===== config.mk =====
export PLATFORM = sky130hd
export DESIGN_NAME = track_sequencer
export DESIGN_NICKNAME = d
export VERILOG_FILES = /design/src/rtl/track_sequencer.sv
export SDC_FILE = /design/constraint.sdc
export NUM_CORES = 1
export LEC_CHECK = 0
export BUFFER_PORTS_ARGS = -buffer_cell sky130_fd_sc_hd__buf_4
export CAP_MARGIN = 30
export CORE_MARGIN = 2
export CORE_UTILIZATION = 61
export CTS_BUF_LIST = sky130_fd_sc_hd__clkbuf_4 sky130_fd_sc_hd__clkbuf_8 sky130_fd_sc_hd__clkbuf_16
export DETAILED_ROUTE_END_ITERATION = 6
export PLACE_DENSITY = 0.8
export SETUP_SLACK_MARGIN = 0.3
export SLEW_MARGIN = 10
export SYNTH_ARGS = -nofsm -noshare
export SYNTH_HDL_FRONTEND = slang
export SYNTH_SLANG_ARGS = --single-unit

===== constraint.sdc =====
create_clock -name frame_clk -period 4.4 [get_ports frame_clk]
set_clock_uncertainty 0.2 [all_clocks]
set_input_delay 0.66 -clock frame_clk [delete_from_list [all_inputs] [get_ports frame_clk]]
set_output_delay 0.66 -clock frame_clk [all_outputs]
set_load 0.02 [all_outputs]

===== src/rtl/track_sequencer.sv =====
`default_nettype none
// +----------------------------------------------------------------------------+
// | track_sequencer: sprite position owner, manual (WASD) or auto lap walk     |
// | Rev 1.0                                                                    |
// +----------------------------------------------------------------------------+
module track_sequencer #(
    parameter int X_CENTER = 370,
    parameter int Y_CENTER = 190,
    parameter int TRACK_L  = 270,
    parameter int TRACK_R  = 370,
    parameter int TRACK_T  = 190,
    parameter int TRACK_B  = 290,
    parameter int STEP     = 1,
    parameter int SIZE     = 8,
    parameter int X_MAX    = 639,
    parameter int Y_MAX    = 479,
    parameter int LAP_W    = 8
) (
    input  logic             frame_clk,
    input  logic             Reset,
    input  logic             Run,
    input  logic [7:0]       keycode,
    output logic [9:0]       BallX,
    output logic [9:0]       BallY,
    output logic [9:0]       BallS,
    output logic [2:0]       dir,
    output logic             auto_active,
    output logic [LAP_W-1:0] lap_count,
    output logic             lap_done,
    output logic             oob
);

    typedef enum logic [2:0] {
        S_MANUAL = 3'd0,
        S_LEFT   = 3'd1,
        S_DOWN   = 3'd2,
        S_RIGHT  = 3'd3,
        S_UP     = 3'd4
    } state_t;

    localparam logic [7:0] c_KEY_A     = 8'h04;
    localparam logic [7:0] c_KEY_D     = 8'h07;
    localparam logic [7:0] c_KEY_W     = 8'h1A;
    localparam logic [7:0] c_KEY_S     = 8'h16;
    localparam logic [7:0] c_KEY_ESC   = 8'h29;
    localparam logic [7:0] c_KEY_SPACE = 8'h2C;

    localparam logic signed [11:0] c_X_CENTER = 12'(X_CENTER);
    localparam logic signed [11:0] c_Y_CENTER = 12'(Y_CENTER);
    localparam logic signed [11:0] c_TRACK_L  = 12'(TRACK_L);
    localparam logic signed [11:0] c_TRACK_R  = 12'(TRACK_R);
    localparam logic signed [11:0] c_TRACK_T  = 12'(TRACK_T);
    localparam logic signed [11:0] c_TRACK_B  = 12'(TRACK_B);
    localparam logic signed [11:0] c_STEP     = 12'(STEP);
    localparam logic signed [11:0] c_SIZE     = 12'(SIZE);
    localparam logic signed [11:0] c_X_MAX    = 12'(X_MAX);
    localparam logic signed [11:0] c_Y_MAX    = 12'(Y_MAX);

    state_t                   r_state;
    logic        [9:0]        r_x;
    logic        [9:0]        r_y;
    logic signed [1:0]        r_mx;
    logic signed [1:0]        r_my;
    logic        [7:0]        r_prev_key;
    logic                     r_auto;
    logic        [LAP_W-1:0]  r_lap;
    logic                     r_lap_done;
    logic                     r_oob;

    logic signed [11:0] w_x;
    logic signed [11:0] w_y;
    logic signed [11:0] w_nx;
    logic signed [11:0] w_ny;
    logic signed [11:0] w_left;
    logic signed [11:0] w_down;
    logic signed [11:0] w_right;
    logic signed [11:0] w_up;
    logic               w_oob;
    logic               w_is_wasd;
    logic signed [1:0]  w_key_mx;
    logic signed [1:0]  w_key_my;
    logic               w_space_rise;

    always_comb begin
        w_x     = $signed({2'b00, r_x});
        w_y     = $signed({2'b00, r_y});
        w_nx    = w_x + $signed({{10{r_mx[1]}}, r_mx});
        w_ny    = w_y + $signed({{10{r_my[1]}}, r_my});
        w_left  = w_x - c_STEP;
        w_down  = w_y + c_STEP;
        w_right = w_x + c_STEP;
        w_up    = w_y - c_STEP;
        // Bounds are judged on where the sprite would land, not where it is
        w_oob   = (w_nx + c_SIZE >= c_X_MAX) || (w_nx - c_SIZE <= 12'sd0) ||
                  (w_ny + c_SIZE >= c_Y_MAX) || (w_ny - c_SIZE <= 12'sd0);
        w_space_rise = (keycode == c_KEY_SPACE) && (r_prev_key != c_KEY_SPACE);

        w_is_wasd = 1'b1;
        w_key_mx  = 2'sd0;
        w_key_my  = 2'sd0;
        case (keycode)
            c_KEY_A: w_key_mx = -2'sd1;
            c_KEY_D: w_key_mx =  2'sd1;
            c_KEY_W: w_key_my = -2'sd1;
            c_KEY_S: w_key_my =  2'sd1;
            default: w_is_wasd = 1'b0;
        endcase
    end

    always_ff @(posedge frame_clk or posedge Reset) begin
        if (Reset) begin
            r_state    <= S_MANUAL;
            r_x        <= c_X_CENTER[9:0];
            r_y        <= c_Y_CENTER[9:0];
            r_mx       <= 2'sd0;
            r_my       <= 2'sd0;
            r_prev_key <= 8'h00;
            r_auto     <= 1'b0;
            r_lap      <= '0;
            r_lap_done <= 1'b0;
            r_oob      <= 1'b0;
        end else begin
            r_prev_key <= keycode;
            r_lap_done <= 1'b0;
            r_oob      <= 1'b0;
            if (Run) begin
                if (keycode == c_KEY_ESC) begin
                    r_mx    <= 2'sd0;
                    r_my    <= 2'sd0;
                    r_state <= S_MANUAL;
                    r_auto  <= 1'b0;
                end else if (r_state != S_MANUAL && w_is_wasd) begin
                    r_mx    <= w_key_mx;
                    r_my    <= w_key_my;
                    r_state <= S_MANUAL;
                    r_auto  <= 1'b0;
                end else if (r_state == S_MANUAL && w_space_rise) begin
                    r_x     <= c_TRACK_R[9:0];
                    r_y     <= c_TRACK_T[9:0];
                    r_mx    <= 2'sd0;
                    r_my    <= 2'sd0;
                    r_state <= S_LEFT;
                    r_auto  <= 1'b1;
                end else begin
                    case (r_state)
                        S_MANUAL: begin
                            // Recentre wins over both the step and a new key's motion
                            if (w_oob) begin
                                r_x   <= c_X_CENTER[9:0];
                                r_y   <= c_Y_CENTER[9:0];
                                r_mx  <= 2'sd0;
                                r_my  <= 2'sd0;
                                r_oob <= 1'b1;
                            end else begin
                                r_x <= w_nx[9:0];
                                r_y <= w_ny[9:0];
                                if (w_is_wasd) begin
                                    r_mx <= w_key_mx;
                                    r_my <= w_key_my;
                                end
                            end
                        end
                        S_LEFT: begin
                            if (w_left <= c_TRACK_L) begin
                                r_x     <= c_TRACK_L[9:0];
                                r_state <= S_DOWN;
                            end else begin
                                r_x <= w_left[9:0];
                            end
                        end
                        S_DOWN: begin
                            if (w_down >= c_TRACK_B) begin
                                r_y     <= c_TRACK_B[9:0];
                                r_state <= S_RIGHT;
                            end else begin
                                r_y <= w_down[9:0];
                            end
                        end
                        S_RIGHT: begin
                            if (w_right >= c_TRACK_R) begin
                                r_x     <= c_TRACK_R[9:0];
                                r_state <= S_UP;
                            end else begin
                                r_x <= w_right[9:0];
                            end
                        end
                        S_UP: begin
                            if (w_up <= c_TRACK_T) begin
                                r_y        <= c_TRACK_T[9:0];
                                r_state    <= S_LEFT;
                                r_lap      <= r_lap + 1'b1;
                                r_lap_done <= 1'b1;
                            end else begin
                                r_y <= w_up[9:0];
                            end
                        end
                        default: begin
                            r_state <= S_MANUAL;
                            r_auto  <= 1'b0;
                        end
                    endcase
                end
            end
        end
    end

    assign BallX       = r_x;
    assign BallY       = r_y;
    assign BallS       = 10'(SIZE);
    assign dir         = r_state;
    assign auto_active = r_auto;
    assign lap_count   = r_lap;
    assign lap_done    = r_lap_done;
    assign oob         = r_oob;

endmodule
`default_nettype wire


Word-level counts from Yosys, hierarchy flattened
Cells that the tools add are included.

operators by class
  reductions and logical operators = 20
  order comparisons = 8
  add/sub/neg operators = 11
  eq/ne operators = 17
  multiplexer cells = 49
  bitwise gates (word level) = 3

operator list
  kind                                                                                count
  10-bit 2-to-1 mux                                                                   8
  10-bit case mux with 3 select lines                                                 2
  11-bit by 2-bit adder with 12-bit output                                            2
  12-bit by 5-bit adder with 12-bit output, second input constant                     2
  12-bit by 1-bit less-or-equal comparator with 1-bit output, second input constant   2
  2-bit 2-to-1 mux                                                                    12
  12-bit by 5-bit subtractor with 12-bit output, second input constant                2
  10-bit by 1-bit adder with 11-bit output, second input constant                     2
  11-bit by 9-bit >= comparator with 1-bit output, second input constant              2
  10-bit by 1-bit subtractor with 11-bit output, second input constant                2
  3-bit 2-to-1 mux                                                                    7
  5-bit != test, second input constant                                                4
  1-bit 2-to-1 mux                                                                    17
  8-bit by 3-bit == test with 1-bit output, second input constant                     2
  8-bit by 5-bit == test with 1-bit output, second input constant                     2
  8-bit by 6-bit == test with 1-bit output, second input constant                     2
  3-bit case mux with 5 select lines                                                  1
  12-bit by 10-bit >= comparator with 1-bit output, second input constant             1
  12-bit by 11-bit >= comparator with 1-bit output, second input constant             1
  6-bit AND reduction                                                                 2
  4-bit nonzero test                                                                  3
  11-bit by 10-bit less-or-equal comparator with 1-bit output, second input constant  1
  11-bit by 9-bit less-or-equal comparator with 1-bit output, second input constant   1
  8-bit by 1-bit adder with 8-bit output, second input constant                       1
  18 further kinds                                                                    27

storage, ports and cells
  output and inout bits = 44
  bits in registers = 46

Depth between registers and ports, before layout
Gate-level depths: netlist (run 1).

  word-level depth = 12
  mapped depth = 17

Worst setup path after synthesis (run 1)
Ideal clock, no wire load.

  path type = flip-flop to flip-flop
  start = reg r_x[1] (netlist: BallX[1])
  end = reg r_x[0] (netlist: BallX[0])
  setup slack = 0.359 ns
  path buffers = 0
  required time = 4.135 ns
  arrival time = 3.776 ns
  stages on the path, launching flop included = 16
  cell sequence = dfstp_2 -> inv_1 -> fa_1 -> nor2b_1 -> o22a_1 -> xor2_1 -> ha_1 -> nand2_1 -> a2111oi_0 -> maj3_1 -> a211oi_1 -> nor3_1 -> a221oi_4 -> o211ai_4 -> nor3_4 -> a31o_2

on the way
  word-level cells in the longest chain between the ends = 9
  elaborated cells between the ends (all ways) = 17

RTL lines
  item                                                                                                                            line  text
  from (decl)                                                                                                                     60    logic [9:0] r_x;
  from (signal assigned)                                                                                                          113   r_x <= c_X_CENTER[9:0];
  from (signal assigned)                                                                                                          138   r_x <= c_TRACK_R[9:0];
  from (signal assigned)                                                                                                          149   r_x <= c_X_CENTER[9:0];
  11-bit by 2-bit adder with 12-bit output                                                                                        87    w_nx = w_x + $signed({{10{r_mx[1]}}, r_mx});
  12-bit by 5-bit adder with 12-bit output or 12-bit by 5-bit subtractor with 12-bit output (tied branches)                       94    w_oob = (w_nx + c_SIZE >= c_X_MAX) || (w_nx - c_SIZE <= 12'sd0) ||
  12-bit by 11-bit >= comparator with 1-bit output or 12-bit by 1-bit less-or-equal comparator with 1-bit output (tied branches)  94
  1-bit logical OR (2 in a row)                                                                                                   94
  1-bit logical OR                                                                                                                95    (w_ny + c_SIZE >= c_Y_MAX) || (w_ny - c_SIZE <= 12'sd0);
  10-bit 2-to-1 mux                                                                                                               148   if (w_oob) begin
  10-bit case mux with 3 select lines *                                                                                           145   case (r_state)
  10-bit 2-to-1 mux *                                                                                                             137   end else if (r_state == S_MANUAL && w_space_rise) begin

Mark *: on every way between the ends. The rest lies on a longest branch, timed or not.
A chain may end at the register's enable or synchronous reset.

Final worst setup path (run 1)
  start = reg r_mx[1]
  end = reg r_y[0] (netlist: BallY[0])

on the way
  word-level cells in the longest chain between the ends = 9
  elaborated cells between the ends (all ways) = 11

RTL lines
  item                                                                                                                            line  text
  from (decl)                                                                                                                     62    logic signed [1:0] r_mx;
  from (signal assigned)                                                                                                          133   r_mx <= w_key_mx;
  from (signal assigned)                                                                                                          158   r_mx <= w_key_mx;
  11-bit by 2-bit adder with 12-bit output *                                                                                      87
  12-bit by 5-bit adder with 12-bit output or 12-bit by 5-bit subtractor with 12-bit output (tied branches)                       94
  12-bit by 11-bit >= comparator with 1-bit output or 12-bit by 1-bit less-or-equal comparator with 1-bit output (tied branches)  94
  1-bit logical OR * (2 in a row)                                                                                                 94
  1-bit logical OR *                                                                                                              95
  10-bit 2-to-1 mux *                                                                                                             148
  10-bit case mux with 3 select lines *                                                                                           145
  10-bit 2-to-1 mux *                                                                                                             137
  to (signal assigned)                                                                                                            139   r_y <= c_TRACK_T[9:0];
  to (signal assigned)                                                                                                            150   r_y <= c_Y_CENTER[9:0];
  to (signal assigned)                                                                                                            156   r_y <= w_ny[9:0];
  to (decl)                                                                                                                       61    logic [9:0] r_y;

Marks and branches as above.

==> summary.md, run 1 <==
| Metric | Value |
|---|---|
| Area leader, netlist | `dfrtp_1` |
| Avg WL per Cell | `19.0 um` |
| Max clock buf depth | `2` |
| Max VDD drop | `0.438 mV` |
| Post-synth ARST share | `1.00` |
| # fillers | `680` |
| Non-Filler Instances | `840` |
| Core Box Area | `8640 um^2` |
| Status | `finished, final reports clean` |
| # rows | `34` |
| Worst Setup Slack, final | `0.426 ns` |
| Crit Path Max Fanout | `7` |
| Fin crit share | `0.903` |
| TritonCTS clock tree | `done` |
| Clk slew on worst S/H paths | `0.09 ns` |
| Place WS | `0.0799 ns` |
| WL final | `16000 um` |
| Family with the most delay on the worst path | `compound AO/OA/AOI/OAI gates` |
| Core Util, Final | `0.722` |
| Clk Latency, worst-skew pair | `0.30 ns` |
| Cell with the most instances after synthesis | `nand2_1` |
| Relative slew slack | `0.424` |
| Crit-path max cell delay | `0.43 ns` |
| Final setup violation count | `0` |
| Synth cell count leaders | `nand2_1, nor2_1, a21oi_1` |
| Cells after synthesis | `674` |
| Routed vias | `5703` |
| Initial antenna violation count | `0` |
| Min Hold Slack | `0.0920 ns` |
| RSZ-0062 raised after global routing | `no` |
| Critical path buffers and inverters | `1` |
| Top_reg_cell synth | `dfrtp_1` |
| Yosys cell types | `92` |
| Proportion of netlist area held by the largest area contributor | `0.163` |
| Worst slew pin tran | `0.858 ns` |
| H-tree depth | `2` |
| # port buffers | `44` |
| Horiz. Die Dim | `98.0 um` |
| Post-layout net count | `777` |
| Drt pass-1 iters | `6` |
| GR Overflow Total | `0` |
| Vias per cell | `6.79` |
| Post-synth EDFFs | `0` |
| Slowest cell on the critical path | `dfrtp_2` |
| N_diodes | `0` |
| Layout area overhead | `15.7%` |
| Setup Crit Path Kind | `flop to flop` |
| Met3 Track Usage GR | `0.0394` |
| Leakage power | `2.67 nW` |
| Gr busiest metal | `met2` |
| YS warnings | `0` |
| Gr usage total | `0.323` |
| Crit path cell chain | `buf_12 > ha_1 > a211o_1 > a21o_1 > and2_4 > ha_1 > nand2_1 > a2111oi_2 > maj3_2 > a211oi_2 > nor3_2 > a221oi_4 > o211ai_4 > nor3_4 > a31o_2` |
| Hold buffer count at CTS | `0` |
| Critical Path RT | `4.44 ns` |
| Num ports | `55` |
| Root Buffer Master | `clkbuf_8` |
| Worst Setup End Kind | `flop` |
| Placed cells | `818` |
| Mapped cell area | `5390 um^2` |
| Tmin final | `3.97 ns` |
| ANT nets after route | `0` |
| Die height | `98.0 um` |
| Fin Setup TNS | `0 ns` |
| Top cell by count, worst path | `ha_1` |
| Synth area leaders | `dfrtp_1, ha_1, dfstp_2, xnor2_1, a21oi_1` |
| Hold WC Path Type | `primary input to async pin` |
| # DRC | `0` |
| Vias in the first global route | `5314` |
| Detailed Place HPWL | `11700 um` |
| Largest net degree at the start of global routing | `47` |
| M2 GR Usage | `0.556` |
| Die area | `9600 um^2` |
| Initial core utilization | `0.624` |
| M1 GR Usage | `0.411` |
| GP Congestion | `0.951` |
| Max-capacitance violation count | `0` |
| Power per cell area | `828 nW/um^2` |
| Max Clk Rate | `0.252 GHz` |
| Data arrival, critical path | `4.02 ns` |
| Share of cells above drive strength 1 | `0.217` |
| Clock sink count | `46` |
| Count of pins over their slew limit | `0` |
| First-pass GRT wire length | `25800 um` |
| Fin. Hold Viols | `0` |
| DRT iter0 DRCs | `440` |
| #FFs+latches synth | `46` |
| Number of CTS-inserted buffers | `5` |
| Post-synthesis sequential area ratio | `0.216` |
| CP Launch Type | `flop` |
| Synthesized area per cell | `8.00 um^2` |
-- layout make-up --
class,count,area (um^2),area share
inverters,29,109,0.0175
flip-flops and latches,46,1170,0.188
well taps,108,135,0.0217
multi-input cells,572,4130,0.663
clock buffers,6,76.3,0.0122
repair buffers,77,601,0.0963
clock inverters,2,10.0,0.00161
-- cell usage in the layout (no fill, tap or decap), types with 5 or more instances in the layout --
cell      instances
nor2_1           52
nor2b_1          10
a22o_1            5
nand3_1          25
a31o_2            6
inv_1            27
dfrtp_1          34
o21ai_0          23
buf_4            74
a21oi_1          45
nand2_1          52
or3_1            10
clkbuf_8          5
a22oi_1           6
a21o_1           10
ha_1             27
nor4_1            5
nand2b_1          6
and2_1           13
conb_1           10
xnor2_1          26
nand4_1           7
a211oi_1         11
o211ai_1          8
o21ai_1           9
a31oi_1          11
xor2_1           19
dfstp_2          10
and3_1           11
nor3_1           24
o21a_1            5
a211o_1           7
-- repair_timing --
item / 4_1_cts / 5_1_grt
resized for setup: 6 / 34
hold endpoints to repair: 0 / 0
endpoints found under the setup margin: 23 / 26
cloned: 1 / 0
setup buffers: 5 / 7
pin swaps: 2 / 13
-- state kept, by name (all words and copies together) (netlist names), 2 cells and up --
| signal | cells |
|---|---|
| r_mx | 2 |
| dir | 3 |
| lap_count | 8 |
| BallY | 10 |
| r_my | 2 |
| r_prev_key | 8 |
| BallX | 10 |
-- worst reg2reg max path, stage by stage (launching register included) --
cell	delay, ns
dfrtp_2	0.43
buf_12	0.14
ha_1	0.27
a211o_1	0.32
a21o_1	0.25
and2_4	0.19
ha_1	0.28
nand2_1	0.09
a2111oi_2	0.05
maj3_2	0.33
a211oi_2	0.21
nor3_2	0.07
a221oi_4	0.33
o211ai_4	0.21
nor3_4	0.35
a31o_2	0.20
-- routing by layer --
metal,vias to the layer above,part of all wire
li1,2647,-
met1,2683,0.40
met2,317,0.50
met3,56,0.069
met4,0,0.037
met5,-,0
-- logic make-up (layout without fill, tap and decap cells) --
logic type                 count (synthesis)  in the layout  synth area share
buffers and inverters                     65            114            0.0555
AOI/OAI and AO/OA                        219            220             0.297
and+or+nand+nor                          251            251             0.249
xor gates and xnor gates                  48             48            0.0815
other                                      2             10           0.00139
muxes                                      6              6            0.0118
DFF                                       46             46             0.216
adders and majority gates                 37             37            0.0878
-- report_power, final --
group          switching, mW  internal, mW
logic                   2.48          1.66
registers              0.189         0.574
clock network          0.141         0.116
-- path summary, 6_finish.rpt --
check                                         from                       to  slack [ns]  cells past startpoint
hold reg to reg            auto_active$_DFFE_PP0P_  auto_active$_DFFE_PP0P_        0.29                      2
min in group frame_clk                  keycode[5]  r_prev_key[5]$_DFF_PP0_        0.29                      1
setup / recovery               r_mx[1]$_DFFE_PP0P_     BallY[0]$_DFFE_PP0P_        0.43                     15
setup reg to reg               r_mx[1]$_DFFE_PP0P_     BallY[0]$_DFFE_PP0P_        0.43                     15
max in group asynchronous                    Reset     BallY[4]$_DFFE_PP1P_        3.37                      3
hold / removal                               Reset  r_prev_key[7]$_DFF_PP0_        0.09                      2
-- per-stage QoR --
| stage | power (mW) | cell area, um^2 |
|---|---|---|
| 6_report | 5.16 | 6230 |
| 5_1_grt | 5.53 | 6230 |
| 4_1_cts | 4.77 | 6000 |
| 3_5_place_dp | 4.31 | 5840 |
| 3_3_place_gp | 4.21 | 5840 |
| 2_1_floorplan | 3.41 | 5420 |
(Power assumes the default switching activity.)
==> run 2: changes to the inputs <==
Settings changed: CELL_PAD_IN_SITES_DETAIL_PLACEMENT set to 2, CELL_PAD_IN_SITES_GLOBAL_PLACEMENT set to 2, CORE_UTILIZATION 61 to 36, PLACE_DENSITY 0.8 to 0.79, SLEW_MARGIN 10 to 20.
==> run 2 against run 1 <==
Net effect: critical path depth shrank 1; worst setup slack worse by 0.33 ns; maximum frequency down 7.6%; cell count increased by 12%; non-clock buffer count increased by 28; critical path type unchanged.
==> summary.md, run 2 (synthesis results as in run 1) <==
| Metric | Value |
|---|---|
| Status | `finished, final reports clean` |
| GP Congestion | `0.853` |
| Hold buffer count at CTS | `0` |
| Worst reg2reg path startpoint | `r_my[1]$_DFFE_PP0P_` |
| Place WS | `0.0712 ns` |
| Crit Path Max Fanout | `9` |
| H-tree depth | `2` |
| Setup Crit Path Kind | `flop to flop` |
| Switching part of the total | `0.567` |
| Avg WL per Cell | `28.0 um` |
| Number of CTS-inserted buffers | `5` |
| Comb power frac | `0.803` |
| Power per cell area | `942 nW/um^2` |
| Core Box Area | `14600 um^2` |
| # fillers | `1594` |
| Tmin final | `4.30 ns` |
| Worst slew pin tran | `0.817 ns` |
| Fin Setup TNS | `0 ns` |
| Core Util, Final | `0.469` |
| Worst Setup End Kind | `flop` |
| Relative slew slack | `0.453` |
| FF-to-FF setup slack | `0.1 ns` |
| Die height | `126 um` |
| Drt pass-1 iters | `7` |
| Commonest non-fill, non-tap cell in the layout | `buf_4` |
| Max clock buf depth | `2` |
| Vias per cell | `6.53` |
| GR Overflow Total | `0` |
| Internal power | `2.79 mW` |
| N_diodes | `0` |
| Cells on worst reg2reg path | `14` |
| Largest net degree at the start of global routing | `25` |
| # port buffers | `44` |
| Clk slew on worst S/H paths | `0.08 ns` |
| Clock sink count | `46` |
| Crit Reg-Reg Endpoint | `BallX[7]$_DFFE_PP0P_` |
| Horiz. Die Dim | `126 um` |
| DRT iter0 DRCs | `429` |
| Num ports | `55` |
| Fin crit share | `0.977` |
| RSZ-0062 raised after global routing | `yes` |
| Detailed Place HPWL | `16400 um` |
| Sw power | `3.65 mW` |
| Sequential Power Share | `0.121` |
| Layout area overhead | `26.8%` |
| First-pass GRT wire length | `35600 um` |
| ANT nets after route | `0` |
| Max VDD drop | `0.374 mV` |
| # DRC | `0` |
| Min Hold Slack | `0.210 ns` |
| Gr usage total | `0.277` |
| # rows | `44` |
| Post-layout net count | `805` |
| Root Buffer Master | `clkbuf_16` |
| Clk Latency, worst-skew pair | `0.32 ns` |
| Hold WC Path Type | `primary input to async pin` |
| Initial antenna violation count | `0` |
| Count of pins over their slew limit | `0` |
| TritonCTS clock tree | `done` |
| PnR Total Power | `6.44 mW` |
| Max-capacitance violation count | `0` |
| Leakage power | `2.90 nW` |
| Max Clk Rate | `0.233 GHz` |
| Data arrival, critical path | `4.36 ns` |
| CP Launch Type | `flop` |
| Worst Setup Slack, final | `0.0999 ns` |
| Die area | `16000 um^2` |
| Fin. Hold Viols | `0` |
| Routed vias | `6161` |
| Critical Path RT | `4.46 ns` |
| WL final | `26500 um` |
| Commonest cells after routing, fill and taps aside | `buf_4, nand2_1, nor2_1, a21oi_1, dfrtp_1` |
| Clock power share | `0.076` |
| Final setup violation count | `0` |
| Vias in the first global route | `6286` |
| Share of cells above drive strength 1 | `0.291` |
| Initial core utilization | `0.369` |
==> run 2: changes by cell type in the layout (fill, tap and decap cells not counted), moves of 3 or more <==
cell	before	now
a21oi_1	45	42
a21oi_2	3	6
buf_4	74	100
buf_6	0	4
clkbuf_16	0	5
clkbuf_8	5	0
ha_1	27	24
ha_4	2	5
inv_1	27	24
o21ai_1	9	6
o21ai_2	0	5
==> run 2: final cells by class <==
type	instances	area, um^2	share of cell area
tap	184	230	0.0337
clock inverter	3	48.8	0.00714
clock buffer	5	125	0.0183
multi-input combinational	572	4340	0.634
timing repair buffer	105	816	0.119
sequential	46	1170	0.171
inverter	29	113	0.0165
==> run 2: metrics by stage <==
step           cells  instance area [um^2]
2_1_floorplan    682                  5420
3_3_place_gp     906                  6030
3_5_place_dp     907                  6050
4_1_cts          922                  6330
5_1_grt          944                  6840
6_report         944                  6840
==> run 2: what timing repair did <==
item,in CTS,in global routing
gates cloned,1,0
pin swaps,5,30
gates resized for setup,13,75
setup endpoints to repair,24,28
setup buffers,6,22
==> run 2: per-layer routing <==
layer	up-vias	part of all wire	wire length, um	GRT usage
met5	-	0	0	0
met4	0	0.058	1540	0.104
met3	96	0.040	1050	0.0308
met2	231	0.52	13900	0.511
met1	3146	0.38	10000	0.330
li1	2688	-	-	-
==> run 2: worst max-delay path, stage by stage (launching register included) <==
cell,delay [ns]
dfrtp_2,0.50
buf_4,0.18
ha_1,0.33
a211oi_4,0.39
nor2_2,0.12
xor2_2,0.25
ha_1,0.31
nor4b_2,0.19
a31oi_1,0.22
nor2_1,0.07
a41o_1,0.27
a221oi_4,0.38
o211ai_4,0.19
nor3_4,0.40
a31o_2,0.24
==> run 2: power by group through the flow <==
stage | registers [mW] | logic, mW | clock network (mW)
final | 0.779 | 5.17 | 0.492
after global routing | 0.790 | 5.44 | 0.504
after CTS | 0.754 | 4.15 | 0.480
after detailed placement | 0.759 | 3.93 | 0
after global placement | 0.747 | 3.74 | 0
after floorplan | 0.825 | 2.58 | 0
==> run 2: worst max-delay path by stage <==
stage               depth (start not counted)  slack [ns]                  from              endpoint
detailed placement                         15        0.07  BallX[1]$_DFFE_PP1P_   r_my[1]$_DFFE_PP0P_
floorplan                                  15        0.36  BallX[1]$_DFFE_PP1P_  BallX[0]$_DFFE_PP0P_
global route                               15       0.003   r_my[0]$_DFFE_PP0P_  BallX[7]$_DFFE_PP0P_
CTS                                        14        0.30  BallX[1]$_DFFE_PP1P_   r_my[1]$_DFFE_PP0P_
finish                                     14         0.1   r_my[1]$_DFFE_PP0P_  BallX[7]$_DFFE_PP0P_
global placement                           15        0.29  BallX[1]$_DFFE_PP1P_   r_mx[1]$_DFFE_PP0P_
